$ cat src/rtl/care_menu.sv
// care_menu -- player-side care controller.
//
// Conditions the three front-panel buttons (2-flop sync, debounce, press
// pulse), runs a cursor over the six care actions and fires a one-cycle
// one-hot pulse on the action bus, refusing actions against a stat already
// at 0. A cooldown holds the block busy between consecutive actions.
//
// Ports:
//   clk, reset_n              clock, asynchronous active-low reset
//   btn_next/select/back      raw asynchronous active-high buttons
//   hunger..social            current stat levels, menu indices 0..5
//   action                    one-hot single-cycle action pulse (bits 7:6 = 0)
//   cursor                    current menu index 0..5
//   busy                      high while firing or cooling down
//   reject                    single-cycle pulse when a select is refused
module care_menu #(
  parameter int unsigned DEBOUNCE_CYCLES = 270_000,
  parameter int unsigned COOLDOWN_CYCLES = 27_000_000
) (
  input  logic       clk,
  input  logic       reset_n,
  input  logic       btn_next,
  input  logic       btn_select,
  input  logic       btn_back,
  input  logic [3:0] hunger,
  input  logic [3:0] happiness,
  input  logic [3:0] health,
  input  logic [3:0] hygiene,
  input  logic [3:0] energy,
  input  logic [3:0] social,
  output logic [7:0] action,
  output logic [2:0] cursor,
  output logic       busy,
  output logic       reject
);

  localparam int unsigned DW = $clog2(DEBOUNCE_CYCLES + 1);
  localparam int unsigned CW = $clog2(COOLDOWN_CYCLES + 1);

  localparam logic [DW-1:0] DB_LAST = DW'(DEBOUNCE_CYCLES - 1);
  localparam logic [CW-1:0] CD_LAST = CW'(COOLDOWN_CYCLES - 1);

  typedef enum logic [1:0] {
    BROWSE,
    FIRE,
    COOLDOWN
  } state_t;

  // Button index: 0 = next, 1 = select, 2 = back.
  logic [2:0]    raw;
  logic [2:0]    sync1;
  logic [2:0]    sync2;
  logic [2:0]    level;
  logic [2:0]    level_q;
  logic [2:0]    press;
  logic [DW-1:0] db_cnt [3];

  assign raw = {btn_back, btn_select, btn_next};

  // The counter runs only while the synchronized level disagrees with the
  // accepted level; the accepted level flips on the last count of a run.
  always_ff @(posedge clk or negedge reset_n) begin
    if (!reset_n) begin
      sync1   <= '0;
      sync2   <= '0;
      level   <= '0;
      level_q <= '0;
      press   <= '0;
      for (int unsigned i = 0; i < 3; i++) db_cnt[i] <= '0;
    end else begin
      sync1   <= raw;
      sync2   <= sync1;
      level_q <= level;
      press   <= level & ~level_q;
      for (int unsigned i = 0; i < 3; i++) begin
        if (sync2[i] == level[i]) begin
          db_cnt[i] <= '0;
        end else if (db_cnt[i] == DB_LAST) begin
          db_cnt[i] <= '0;
          level[i]  <= sync2[i];
        end else begin
          db_cnt[i] <= db_cnt[i] + DW'(1);
        end
      end
    end
  end

  state_t        state, state_n;
  logic [2:0]    cursor_n;
  logic          reject_n;
  logic [CW-1:0] cd_cnt, cd_cnt_n;
  logic [3:0]    stat_sel;

  always_comb begin
    case (cursor)
      3'd0:    stat_sel = hunger;
      3'd1:    stat_sel = happiness;
      3'd2:    stat_sel = health;
      3'd3:    stat_sel = hygiene;
      3'd4:    stat_sel = energy;
      3'd5:    stat_sel = social;
      default: stat_sel = '0;
    endcase
  end

  always_ff @(posedge clk or negedge reset_n) begin
    if (!reset_n) begin
      state  <= BROWSE;
      cursor <= '0;
      reject <= 1'b0;
      cd_cnt <= '0;
    end else begin
      state  <= state_n;
      cursor <= cursor_n;
      reject <= reject_n;
      cd_cnt <= cd_cnt_n;
    end
  end

  // Events are only consumed in BROWSE; in FIRE/COOLDOWN they are dropped.
  always_comb begin
    state_n  = state;
    cursor_n = cursor;
    reject_n = 1'b0;
    cd_cnt_n = cd_cnt;
    case (state)
      BROWSE: begin
        cd_cnt_n = '0;
        if (press[2]) begin
          cursor_n = '0;
        end else if (press[1]) begin
          if (stat_sel == 4'd0) reject_n = 1'b1;
          else                  state_n  = FIRE;
        end else if (press[0]) begin
          cursor_n = (cursor == 3'd5) ? 3'd0 : cursor + 3'd1;
        end
      end
      FIRE: begin
        state_n  = COOLDOWN;
        cd_cnt_n = '0;
      end
      COOLDOWN: begin
        if (cd_cnt == CD_LAST) begin
          state_n  = BROWSE;
          cd_cnt_n = '0;
        end else begin
          cd_cnt_n = cd_cnt + CW'(1);
        end
      end
      default: begin
        state_n  = BROWSE;
        cd_cnt_n = '0;
      end
    endcase
  end

  always_comb begin
    action = '0;
    if (state == FIRE) action[cursor] = 1'b1;
  end

  assign busy = (state != BROWSE);

endmodule

$ cat config.mk
export PLATFORM = sky130hd
export DESIGN_NAME = care_menu
export DESIGN_NICKNAME = d
export VERILOG_FILES = /design/src/rtl/care_menu.sv
export SDC_FILE = /design/constraint.sdc
export NUM_CORES = 1
export LEC_CHECK = 0
export CORE_MARGIN = 2
export CORE_UTILIZATION = 58
export DETAILED_ROUTE_END_ITERATION = 6
export GPL_ROUTABILITY_DRIVEN = 0
export PLACE_DENSITY_LB_ADDON = 0.25
export SLEW_MARGIN = 20
export SYNTH_ARGS = -nofsm -noshare
export SYNTH_HDL_FRONTEND = slang
export SYNTH_SLANG_ARGS = --single-unit
export TNS_END_PERCENT = 50
$ cat constraint.sdc
create_clock -name clk -period 2.05 [get_ports clk]
set_input_delay 0.5125 -clock clk [delete_from_list [all_inputs] [get_ports clk]]
set_output_delay 0.5125 -clock clk [all_outputs]
set_load 0.01 [all_outputs]
# After elaboration in Yosys (flattened, before gate mapping)
# Index checks and enable logic that the tools add are counted.
# totals
reg_bits	103
latchBits	0
ramBits	0
mem_bits_ro	0
input_bits	29
out_inout_bits	13
wordCells	81
n_memories	0
# op_classes
add_sub_neg	5
mul	0
div_mod_pow	0
order_cmp	2
n_eq_ne	19
shift	0
muxes	25
bitwise	5
n_reduce_logical	11
# ops
operator	count
$mux W19	6
$add A19 B1 Y19 const B	3
$eq A19 B19 Y1 const B	3
$mux W25	2
$add A25 B1 Y25 const B	1
$eq A25 B25 Y1 const B	1
$pmux W4 S6	1
$mux W3	4
$mux W2	4
$mux W8	1
$ne A2 B2 Y1 const B	4
$eq A3 B2 Y1 const B	2
$eq A3 B3 Y1 const B	2
$pmux W2 S3	1
$reduce_and A2 Y1	3
$mux W1	5
$logic_not A4 Y1	1
$lt A3 B4 Y1 const B	1
$reduce_and A4 Y1	1
$reduce_bool A2 Y1	2
$add A3 B1 Y3 const B	1
$and A3 B3 Y3	1
$demux W1 S3	1
$eq A1 B1 Y1	3
11 further kinds	13

# Logic depth before layout (Yosys ltp)
# Gate-level depths: netlist of run 1.
# depth
word_depth	7
ltp_mapped	9

# Worst setup path after synthesis of run 1
# No wires, ideal clock.
# synth_timing
path_kind	register to output
startpoint	register cursor[2]
endpoint	output port action[4]
arrival_time_ps	1325
required_ps	1537
setup_slack_ps	213
stages_incl_launch_ff	5
n_path_buf	1
cell_sequence	dfrtp_1 buf_2 inv_1 or3_1 nor3_1
# synth_via
elab_chain_cells	5
elab_cells_between_ends	6
# synth_lines
element	line_no	source
start, declared	32	output logic [2:0] cursor,
start signal, assigned	114	cursor <= cursor_n;
$lt A3 B4 Y1 (implied by the code) or $ge A3 B1 Y1 (tied branches)	159	if (state == FIRE) action[cursor] = 1'b1;
$logic_and A1 B1 Y1 (implied by the code)	159	
$mux W1 (implied by the code)	159	
$demux W1 S3 (*)	159	
$mux W8 (*)	159	
end, declared	31	output logic [7:0] action,
# Mark *: on every way between the ends. The rest lies on a longest branch, timed or not.

# Worst setup path in the final report of run 1
# Ends and elaborated chain as after synthesis.

==> results of run 1 <==
[kinds of logic (layout without fill, tap and decap cells)]
| kind of cell | Yosys count | after routing | synth area share |
|---|---|---|---|
| adders and majority gates | 5 | 5 | 0.01260 |
| buffers and inverters | 30 | 90 | 0.03149 |
| xor gates and xnor gates | 77 | 77 | 0.1358 |
| AOI/OAI and AO/OA | 12 | 12 | 0.01814 |
| DFF | 103 | 103 | 0.5190 |
| muxes | 3 | 3 | 0.006802 |
| and+or+nand+nor | 259 | 259 | 0.2761 |
[layout by cell type (no fill, tap or decap), types with 4 or more instances in the layout]
master	netlist	layout
sky130_fd_sc_hd__nor2_1	105	105
sky130_fd_sc_hd__dfrtp_1	103	101
sky130_fd_sc_hd__xor2_1	45	45
sky130_fd_sc_hd__nand2_1	34	34
sky130_fd_sc_hd__xnor2_1	32	32
sky130_fd_sc_hd__clkdlybuf4s50_1	0	29
sky130_fd_sc_hd__nand3_1	27	27
sky130_fd_sc_hd__inv_1	18	18
sky130_fd_sc_hd__nand4_1	16	16
sky130_fd_sc_hd__buf_4	4	13
sky130_fd_sc_hd__nor3_1	11	11
sky130_fd_sc_hd__nor4_1	10	10
sky130_fd_sc_hd__clkbuf_8	0	10
sky130_fd_sc_hd__nor3_2	7	7
sky130_fd_sc_hd__and3_1	7	7
sky130_fd_sc_hd__buf_2	4	7
sky130_fd_sc_hd__nor2b_1	6	6
sky130_fd_sc_hd__and4_1	5	5
sky130_fd_sc_hd__ha_1	5	5
sky130_fd_sc_hd__nand2b_1	4	4
sky130_fd_sc_hd__nor2_2	4	4
sky130_fd_sc_hd__o41ai_1	4	4
[metal layers]
layer | GRT usage | share of wire | up-vias
met5 | 0 | 0 | -
met4 | 0.05751 | 0.014 | 0
met3 | 0.05275 | 0.026 | 15
met2 | 0.3576 | 0.50 | 41
met1 | 0.2713 | 0.46 | 1722
li1 | - | - | 1753
[flip-flops by register name, indices dropped and copies added, names as in the netlist]
register and cells:
sync1 3, state 2, reject 1, cd_cnt 25, level_q 3, sync2 3, press 3, db_cnt 57
level 3, cursor 3
[worst reg2reg max path: stages (launching register included)]
cell	delay, ps
sky130_fd_sc_hd__dfrtp_1	430
sky130_fd_sc_hd__ha_1	270
sky130_fd_sc_hd__and4_2	270
sky130_fd_sc_hd__and3_1	190
sky130_fd_sc_hd__nand4_1	120
sky130_fd_sc_hd__nand3_4	290
sky130_fd_sc_hd__nor2_1	210
[final cells by class]
class	instances	area, µm²	area share
repair buffers	56	508.0	0.08847
clock inverters	5	63.81	0.01111
well taps	105	131.4	0.02288
flip-flops and latches	103	2580	0.4493
multi-input cells	356	2250	0.3918
inverters	18	67.56	0.01177
clock buffers	11	141.4	0.02462
[report_power, final]
group | switching (mW) | internal [mW] | total [mW]
Combinational | 0.0789 | 0.0771 | 0.156
Sequential | 0.0176 | 2.05 | 2.07
Clock | 0.687 | 0.614 | 1.30
Total | 0.783 | 2.74 | 3.52
[worst paths after layout]
kind,start,to,slack [ps],cells after the start
min in group asynchronous,reset_n,cd_cnt[17],500,2
hold reg to reg,sync1[0],sync2[0],360,0
hold / removal,sync1[0],sync2[0],360,0
max in group asynchronous,reset_n,db_cnt[5],1060,3
setup reg to reg,cd_cnt[0],cd_cnt[19],200,6
setup / recovery,cursor[2],action[4],30,4
[repair_timing]
action	4_1_cts	5_1_grt
hold buffers	1	0
endpoints found under the setup margin	11	34
pin swaps	0	1
resized for setup	34	5
setup buffers	1	0
endpoints found under the hold margin	5	0
==> PnR_summary.wiki, run 1 <==
{| class="wikitable"
! Metric !! Value
|-
| Number of distinct standard cells referenced by the synthesized netlist || 40
|-
| Minimum period implied by the final worst setup slack || 2024 ps
|-
| Flip-flop cell with the highest count after synthesis || sky130_fd_sc_hd__dfrtp_1
|-
| Clock tree from TritonCTS || built
|-
| Number of nets in the synthesized netlist || 523
|-
| Clock root buffer || sky130_fd_sc_hd__clkbuf_8
|-
| Number of flops mapped to enable cells by yosys || 0
|-
| RSZ-0062 raised after global routing || true
|-
| Rel. slew slack || 0.5834
|-
| Power consumption || 3.524 mW
|-
| Proportion of synthesized chip area in sequential cells || 0.5190
|-
| Async SR Flop Fraction || 1.000
|-
| Kind of launch point of the worst setup path || flop
|-
| Fill cell instance count of the final layout || 630
|-
| Synth top area share || 0.5190
|-
| Worst-case setup slack after placement || -32.32 ps
|-
| Initial cell density of the core || 0.6014
|-
| Synth Cell Area || 0.004966 mm²
|-
| CTS H-tree depth || 3
|-
| Post-synthesis cell type with the largest combined area || sky130_fd_sc_hd__dfrtp_1
|-
| Clock sink count || 103
|-
| Cell area after placement || 0.005539 mm²
|-
| Result of the run || completed
|-
| Worst VDD drop || 0.5358 mV
|-
| Family of cells with the greatest summed delay on the critical path || simple AND/OR/NAND/NOR gates
|-
| Core area || 0.008258 mm²
|-
| Cell Pwr Density || 613.8 mW/mm²
|-
| Clock skew after layout || 9.980 ps
|-
| Global Route Usage Sum || 0.2109
|-
| Fin crit share || 0.9874
|-
| Critical path peak fanout || 4
|-
| Number of buffers and inverters on the critical path || 2
|-
| Count of antenna-violating nets left after detailed routing || 0
|-
| Total Wirelength || 8.657 mm
|-
| Initial antenna violation count || 0
|-
| Clock buffer depth || 2
|-
| Maximum number of pins on one net before global-route repair || 55
|-
| Starting DRT DRC Count || 153
|-
| Share of post-route cells with drive strength above 1 || 0.1239
|-
| Share of the core filled with cells in the final layout || 0.6953
|-
| Most used standard cells in the synthesized netlist || 105 x sky130_fd_sc_hd__nor2_1, 103 x sky130_fd_sc_hd__dfrtp_1, 45 x sky130_fd_sc_hd__xor2_1, 34 x sky130_fd_sc_hd__nand2_1, 32 x sky130_fd_sc_hd__xnor2_1
|-
| Placed Instances || 636
|-
| FF+latch count, synth || 103
|-
| IO Pins || 42
|-
| Endpoint kind of the worst setup timing path || output port
|-
| Via count || 3531
|-
| Most frequent cell after synthesis || sky130_fd_sc_hd__nor2_1
|-
| Overall die width || 96.53 µm
|-
| Number of instances in the synthesized netlist || 489
|-
| Smallest setup slack after layout || 25.92 ps
|-
| Number of antenna diodes || 0
|-
| Die area || 0.009318 mm²
|-
| Remaining global-route overflow || 0
|-
| Lkg Pwr || 2.522 nW
|-
| Tightest Hold Check Type || flop to flop
|-
| Average via count per standard cell || 5.399
|-
| Wire length of the first global-routing pass || 15.35 mm
|-
| Clock Latency Late Sink || 370 ps
|-
| Fmax achieved || 494.1 MHz
|-
| Top cells by area in the synthesized netlist || sky130_fd_sc_hd__dfrtp_1 52%, sky130_fd_sc_hd__nor2_1 7.9%, sky130_fd_sc_hd__xor2_1 7.9%
|-
| Number of clock buffers inserted by TritonCTS || 9
|-
| Peak per-stage delay on the critical path || 400 ps
|-
| Per-instance average area after synthesis || 10.16 µm²
|-
| First-pass iteration count of the detailed router || 6
|-
| Height of the die || 96.53 µm
|-
| Final routed DRC violation total || 0
|-
| Final Hold Vio Count || 0
|-
| Vias in the first global route || 3484
|-
| Worst Path Arrival || 1510 ps
|-
| Worst hold margin || 356.7 ps
|-
| Highest-delay cell along the critical path || sky130_fd_sc_hd__or3_4
|-
| Detail Placement HPWL || 6.160 mm
|-
| Synth Warn # || 0
|-
| Number of buffers inserted by port buffering || 41
|-
| Wire length per cell || 13.24 µm
|-
| Transition time at the pin with the least slew margin || 618.3 ps
|-
| Post-layout instance count excluding filler cells || 654
|-
| Count of final max-slew check failures || 0
|-
| Max-Cap Viols || 0
|-
| Sequence of cells on the critical path || inv_1, or3_4, nor3_1, buf_2
|-
| Area overhead of the layout relative to synthesis || 15.62%
|-
| Post-layout instance area || 0.005742 mm²
|-
| Number of rows created at floorplan || 33
|-
| Clk pin slew, worst setup/hold paths || 90 ps
|-
| Critical path class || flop to output port
|-
| Number of nets in the finished design || 578
|-
| Number of failing setup endpoints in the final timing report || 0
|-
| Fin Setup TNS || 0 ps
|-
| Data required time of the critical path || 1540 ps
|}
Note: power is estimated with default switching activity, not from simulation.
==> run 2, diff against run 1 <==
--- a/config.mk
+++ b/config.mk
@@ -10,6 +10,7 @@
 export DETAILED_ROUTE_END_ITERATION = 6
 export GPL_ROUTABILITY_DRIVEN = 0
 export PLACE_DENSITY_LB_ADDON = 0.25
+export REMOVE_ABC_BUFFERS = 1
 export SLEW_MARGIN = 20
 export SYNTH_ARGS = -nofsm -noshare
 export SYNTH_HDL_FRONTEND = slang
==> PnR_summary.wiki, run 2 (synthesized netlist as in run 1, its figures left out) <==
{| class="wikitable"
! Metric !! Value
|-
| Result of the run || completed
|-
| Highest-delay cell along the critical path || sky130_fd_sc_hd__or3_4
|-
| Wire length per cell || 13.73 µm (+3.7%)
|-
| Final Hold Vio Count || 0 (unchanged)
|-
| Worst hold margin || 102.5 ps (-254.2 ps)
|-
| Fin Setup TNS || 0 ps (unchanged)
|-
| Number of antenna diodes || 0 (unchanged)
|-
| Number of buffers inserted by port buffering || 41 (unchanged)
|-
| Rel. slew slack || 0.6199 (+0.03642)
|-
| Power consumption || 3.453 mW (-2.0%)
|-
| Minimum period implied by the final worst setup slack || 2029 ps (+4.621 ps)
|-
| Fin crit share || 0.9896 (+0.002254)
|-
| Worst setup path start || cursor[2]
|-
| Clock root buffer || sky130_fd_sc_hd__clkbuf_8
|-
| Flip-flop count of the largest register after layout || 57 (unchanged)
|-
| Clock sink count || 103 (unchanged)
|-
| Sequence of cells on the critical path || inv_1, or3_4, nor3_4, buf_2
|-
| Capture instance of the worst register-to-register path || cd_cnt[20]
|-
| Max-Cap Viols || 0 (unchanged)
|-
| Global Route Usage Sum || 0.2105 (-0.0003971)
|-
| Clock network power share || 0.356 (-0.013)
|-
| Number of clock buffers inserted by TritonCTS || 9 (unchanged)
|-
| Vias in the first global route || 3584 (+2.9%)
|-
| Cell area after placement || 0.005569 mm² (+0.54%)
|-
| Height of the die || 96.53 µm (unchanged)
|-
| Most frequent standard cell in the layout excluding fill and tap cells || sky130_fd_sc_hd__nor2_1
|-
| IO Pins || 42 (unchanged)
|-
| CTS H-tree depth || 3 (unchanged)
|-
| Fmax achieved || 492.9 MHz (-0.23%)
|-
| Die area || 0.009318 mm² (unchanged)
|-
| Switch share || 0.2375 (+0.01524)
|-
| Worst VDD drop || 0.3731 mV (-30%)
|-
| Psw || 819.9 µW (+4.7%)
|-
| Clock buffer depth || 2 (unchanged)
|-
| Internal power || 2.633 mW (-4.0%)
|-
| Worst Path Arrival || 1520 ps (about the same)
|-
| Clock tree from TritonCTS || built
|-
| Clock skew after layout || 10.95 ps (+0.9728 ps)
|-
| Sequential fraction of design power || 0.599 (+0.012)
|-
| R2R Path Start || cd_cnt[0]
|-
| Tightest Hold Check Type || input pin to asynchronous set/reset pin
|-
| Initial antenna violation count || 0 (unchanged)
|-
| Share of post-route cells with drive strength above 1 || 0.1372 (+0.01332)
|-
| Endpoint kind of the worst setup timing path || output port
|-
| Flop2flop setup slack || 240 ps (+40 ps)
|-
| Cell Pwr Density || 598.1 mW/mm² (-2.6%)
|-
| Commonest cells after routing, fill and taps aside || 103 x sky130_fd_sc_hd__nor2_1, 102 x sky130_fd_sc_hd__dfrtp_1, 45 x sky130_fd_sc_hd__xor2_1
|-
| CP endpoint || action[4]
|-
| Core area || 0.008258 mm² (unchanged)
|-
| Combinational share of power || 0.045 (about the same)
|-
| Number of nets in the finished design || 583 (+0.87%)
|-
| Cts hold-fix bufs || 0 (-1)
|-
| Critical path class || flop to output port
|-
| Kind of launch point of the worst setup path || flop
|-
| Register with the highest flop count || db_cnt
|-
| Detail Placement HPWL || 6.591 mm (+7.0%)
|-
| Wire length of the first global-routing pass || 15.41 mm (+0.40%)
|-
| Worst-case setup slack after placement || -37.07 ps (-4.746 ps)
|-
| Top Registers || db_cnt: 57 flops, cd_cnt: 25 flops
|-
| Peak per-stage delay on the critical path || 410 ps (about the same)
|-
| Area overhead of the layout relative to synthesis || 16.25%
|-
| Count of final max-slew check failures || 0 (unchanged)
|-
| Initial cell density of the core || 0.6014 (unchanged)
|-
| Post-layout instance area || 0.005773 mm² (+0.54%)
|-
| Clock Latency Late Sink || 360 ps (about the same)
|-
| Final routed DRC violation total || 0 (unchanged)
|-
| Total Wirelength || 9.045 mm (+4.5%)
|-
| Via count || 3555 (+0.68%)
|-
| Overall die width || 96.53 µm (unchanged)
|-
| Count of antenna-violating nets left after detailed routing || 0 (unchanged)
|-
| Transition time at the pin with the least slew margin || 564.2 ps (-54.06 ps)
|-
| Number of rows created at floorplan || 33 (unchanged)
|-
| Lkg Pwr || 2.521 nW (about the same)
|-
| Starting DRT DRC Count || 113 (-26%)
|-
| Clk pin slew, worst setup/hold paths || 100 ps (about the same)
|-
| Number of failing setup endpoints in the final timing report || 0 (unchanged)
|-
| Data required time of the critical path || 1540 ps (about the same)
|-
| Cell count of the worst reg-to-reg path || 6 (unchanged)
|-
| Maximum number of pins on one net before global-route repair || 39 (-29%)
|-
| Average via count per standard cell || 5.395 (about the same)
|-
| Smallest setup slack after layout || 21.30 ps (-4.621 ps)
|-
| RSZ-0062 raised after global routing || true
|-
| Critical path peak fanout || 4 (unchanged)
|-
| First-pass iteration count of the detailed router || 4 (-2)
|-
| Remaining global-route overflow || 0 (unchanged)
|}
[run 2: power groups by stage]
stage	clock network [mW]	logic, mW	registers (mW)
finish	1.23	0.157	2.07
global route	1.34	0.181	2.07
CTS	1.27	0.161	2.07
detailed placement	0	0.161	2.11
global placement	0	0.157	2.11
floorplan	0	0.0407	2.10
[run 2: worst max-delay path: cells and delay by family (launching register included)]
kind / cells / cell delay, ps
DFF: 1 / 390
buffers and inverters: 2 / 230
and+or+nand+nor: 2 / 540
[run 2: timing repair]
item	in CTS	in global routing
gates resized for setup	33	7
pin swaps	0	1
setup buffers	2	1
setup endpoints to repair	10	8
[run 2: layer usage]
| metal | wire length [µm] | up-vias | share of wire | GRT usage |
|---|---|---|---|---|
| li1 | - | 1762 | - | - |
| met1 | 4056 | 1746 | 0.45 | 0.2519 |
| met2 | 4728 | 43 | 0.52 | 0.3843 |
| met3 | 220 | 4 | 0.024 | 0.05663 |
| met4 | 40 | 0 | 0.0044 | 0.03873 |
| met5 | 0 | - | 0 | 0 |
[run 2: worst min path at each step]
stage,start,endpoint,slack (ps)
global route,reset_n,db_cnt[6],130
floorplan,reset_n,cd_cnt[0],220
global placement,sync1[0],sync2[0],330
finish,reset_n,cd_cnt[2],100
CTS,reset_n,db_cnt[6],110
detailed placement,sync1[0],sync2[0],330
[run 2: stage by stage]
| stage | util | cells |
|---|---|---|
| finish | 0.6991 | 659 |
| global route | 0.6991 | 659 |
| CTS | 0.7000 | 658 |
| detailed placement | 0.6744 | 640 |
| global placement | 0.6744 | 640 |
| floorplan | - | 477 |
[run 2: final cells by class]
cell class	count	area [µm²]
clock buffer	11	141.4
clock inverter	5	48.80
fill	615	2485
inverter	18	67.56
multi-input combinational	356	2258
sequential	103	2579
tap	105	131.4
timing repair buffer	61	546.8
==> run 3, diff against run 2 <==
--- a/config.mk
+++ b/config.mk
@@ -5,12 +5,13 @@
 export SDC_FILE = /design/constraint.sdc
 export NUM_CORES = 1
 export LEC_CHECK = 0
-export CORE_MARGIN = 2
+export CORE_MARGIN = 5
 export CORE_UTILIZATION = 58
 export DETAILED_ROUTE_END_ITERATION = 6
 export GPL_ROUTABILITY_DRIVEN = 0
 export PLACE_DENSITY_LB_ADDON = 0.25
 export REMOVE_ABC_BUFFERS = 1
+export SETUP_SLACK_MARGIN = 0.3
 export SLEW_MARGIN = 20
 export SYNTH_ARGS = -nofsm -noshare
 export SYNTH_HDL_FRONTEND = slang
==> PnR_summary.wiki, run 3 (synthesized netlist as in run 1, its figures left out) <==
{| class="wikitable"
! Metric !! Value
|-
| Result of the run || completed
|-
| Via count || 3606 (+1.4%)
|-
| CTS H-tree depth || 3 (unchanged)
|-
| Remaining global-route overflow || 0 (unchanged)
|-
| Gr busiest metal || met2
|-
| Number of buffers inserted by port buffering || 41 (unchanged)
|-
| Minimum period implied by the final worst setup slack || 1978 ps (-50.71 ps)
|-
| Met3 layer usage reported by global route || 0.04804 (-0.008595)
|-
| Core area || 0.008299 mm² (+0.50%)
|-
| RSZ-0062 raised after global routing || true
|-
| GR met1 Demand/Resource || 0.2475 (-0.004410)
|-
| Transition time at the pin with the least slew margin || 551.9 ps (-12.38 ps)
|-
| Endpoint kind of the worst setup timing path || output port
|-
| Fin crit share || 0.9649 (-0.02474)
|-
| IO Pins || 42 (unchanged)
|-
| Area overhead of the layout relative to synthesis || 20.76%
|-
| Number of nets in the finished design || 598 (+2.6%)
|-
| Kind of launch point of the worst setup path || flop
|-
| Number of clock buffers inserted by TritonCTS || 9 (unchanged)
|-
| Flop2flop setup slack || 350 ps (+110 ps)
|-
| Starting DRT DRC Count || 163 (+44%)
|-
| Fmax achieved || 505.6 MHz (+2.6%)
|-
| Clock root buffer || sky130_fd_sc_hd__clkbuf_8
|-
| Critical path peak fanout || 4 (unchanged)
|-
| Worst VDD drop || 0.3741 mV (+0.26%)
|-
| Number of failing setup endpoints in the final timing report || 0 (unchanged)
|-
| Switch share || 0.2305 (-0.007004)
|-
| Average via count per standard cell || 5.358 (-0.68%)
|-
| Tightest Hold Check Type || input pin to asynchronous set/reset pin
|-
| Lkg Pwr || 2.661 nW (+5.6%)
|-
| Combinational share of power || 0.048 (+0.003)
|-
| Clk pin slew, worst setup/hold paths || 100 ps (about the same)
|-
| Worst hold margin || 18.60 ps (-83.88 ps)
|-
| Share of post-route cells with drive strength above 1 || 0.1937 (+0.05648)
|-
| Count of final max-slew check failures || 0 (unchanged)
|-
| Placed Instances || 637 (-0.47%)
|-
| Clock skew after layout || 13.16 ps (+2.203 ps)
|-
| Cts hold-fix bufs || 0 (unchanged)
|-
| Initial cell density of the core || 0.5984 (-0.002992)
|-
| Final routed DRC violation total || 0 (unchanged)
|-
| Clock sink count || 103 (unchanged)
|-
| Most frequent standard cell in the layout excluding fill and tap cells || sky130_fd_sc_hd__nor2_1
|-
| Global Route Usage Sum || 0.1960 (-0.01454)
|-
| Count of antenna-violating nets left after detailed routing || 0 (unchanged)
|-
| Data required time of the critical path || 1540 ps (about the same)
|-
| Number of antenna diodes || 0 (unchanged)
|-
| Final Hold Vio Count || 0 (unchanged)
|-
| Post-layout instance count excluding filler cells || 673 (+2.1%)
|-
| Vias in the first global route || 3743 (+4.4%)
|-
| GR Layer Usage met2 || 0.3312 (-0.05308)
|-
| First-pass iteration count of the detailed router || 4 (unchanged)
|-
| Clock buffer depth || 2 (unchanged)
|-
| Commonest cells after routing, fill and taps aside || 102 x sky130_fd_sc_hd__nor2_1, 99 x sky130_fd_sc_hd__dfrtp_1, 45 x sky130_fd_sc_hd__xor2_1
|-
| Height of the die || 102.5 µm (+6.2%)
|-
| Psw || 813.4 µW (-0.79%)
|-
| Internal power || 2.716 mW (+3.2%)
|-
| Detail Placement HPWL || 6.404 mm (-2.8%)
|-
| Flip-flop count of the largest register after layout || 57 (unchanged)
|-
| Clock network power share || 0.366 (+0.010)
|-
| Top Registers || db_cnt: 57 flops, cd_cnt: 25 flops
|-
| Overall die width || 102.5 µm (+6.2%)
|-
| Clock Latency Late Sink || 370 ps (about the same)
|-
| Clock tree from TritonCTS || built
|-
| Max-Cap Viols || 0 (unchanged)
|-
| Wire length of the first global-routing pass || 16.56 mm (+7.4%)
|-
| Rel. slew slack || 0.6282 (+0.008338)
|-
| Critical path class || flop to output port
|-
| Initial antenna violation count || 0 (unchanged)
|-
| Wire length per cell || 14.18 µm (+3.3%)
|-
| Cell Pwr Density || 588.5 mW/mm² (-1.6%)
|-
| Die area || 0.01051 mm² (+13%)
|-
| Sequential fraction of design power || 0.586 (-0.013)
|-
| Total Wirelength || 9.545 mm (+5.5%)
|-
| Maximum number of pins on one net before global-route repair || 58 (+49%)
|-
| Worst Path Arrival || 1470 ps (-50 ps)
|-
| Number of rows created at floorplan || 33 (unchanged)
|-
| Register with the highest flop count || db_cnt
|}
## run 3: final timing paths
path	start	endpoint	cells past startpoint
setup / recovery	state[1]	action[4]	3
min in group clk	sync1[0]	sync2[0]	0
setup reg to reg	db_cnt[19]	db_cnt[29]	6
hold / removal	reset_n	db_cnt[9]	1
hold reg to reg	sync1[0]	sync2[0]	0
max in group asynchronous	reset_n	db_cnt[13]	2
## run 3: power groups by stage
| stage | logic [mW] | registers (mW) | clock network (mW) |
|---|---|---|---|
| CTS | 0.157 | 2.07 | 1.33 |
| detailed placement | 0.156 | 2.11 | 0 |
| global placement | 0.151 | 2.11 | 0 |
| floorplan | 0.0407 | 2.10 | 0 |
| finish | 0.171 | 2.07 | 1.29 |
| global route | 0.192 | 2.07 | 1.43 |
## run 3: metrics by stage
stage	utilization	worst slack (ps)	power (mW)	TNS, ps	instance area [µm²]
final	0.7226	72.01	3.529	0	5997
after floorplan	-	228.7	2.146	0	4877
after global placement	0.6668	10.57	2.258	0	5534
after CTS	0.6964	104.9	3.555	0	5779
after global routing	0.7226	3.650	3.694	0	5997
after detailed placement	0.6668	-31.58	2.265	-42.04	5534
## run 3: area by class of cell
type,count,area [µm²]
multi-input combinational,356,2366
clock buffer,9,123.9
clock inverter,6,75.07
inverter,18,67.56
timing repair buffer,76,650.6
sequential,103,2582
tap,105,131.4
fill,584,2302
## run 3: metal layers
layer	up-vias	share of wire	wire (µm)
met4	0	0.015	142
met5	-	0	0
met2	36	0.51	4868
li1	1791	-	-
met3	14	0.028	269
met1	1765	0.45	4264
## run 3: critical path, cell delays in order (launching register included)
cell and delay, ps:
sky130_fd_sc_hd__dfrtp_1 420, sky130_fd_sc_hd__or3_4 430, sky130_fd_sc_hd__nor3_2 110, sky130_fd_sc_hd__buf_2 150
## run 3: what timing repair did
item	4_1_cts	5_1_grt
gates cloned	0	1
endpoints found under the setup margin	53	94
pin swaps	5	17
resized for setup	52	28
buffers inserted	7	13
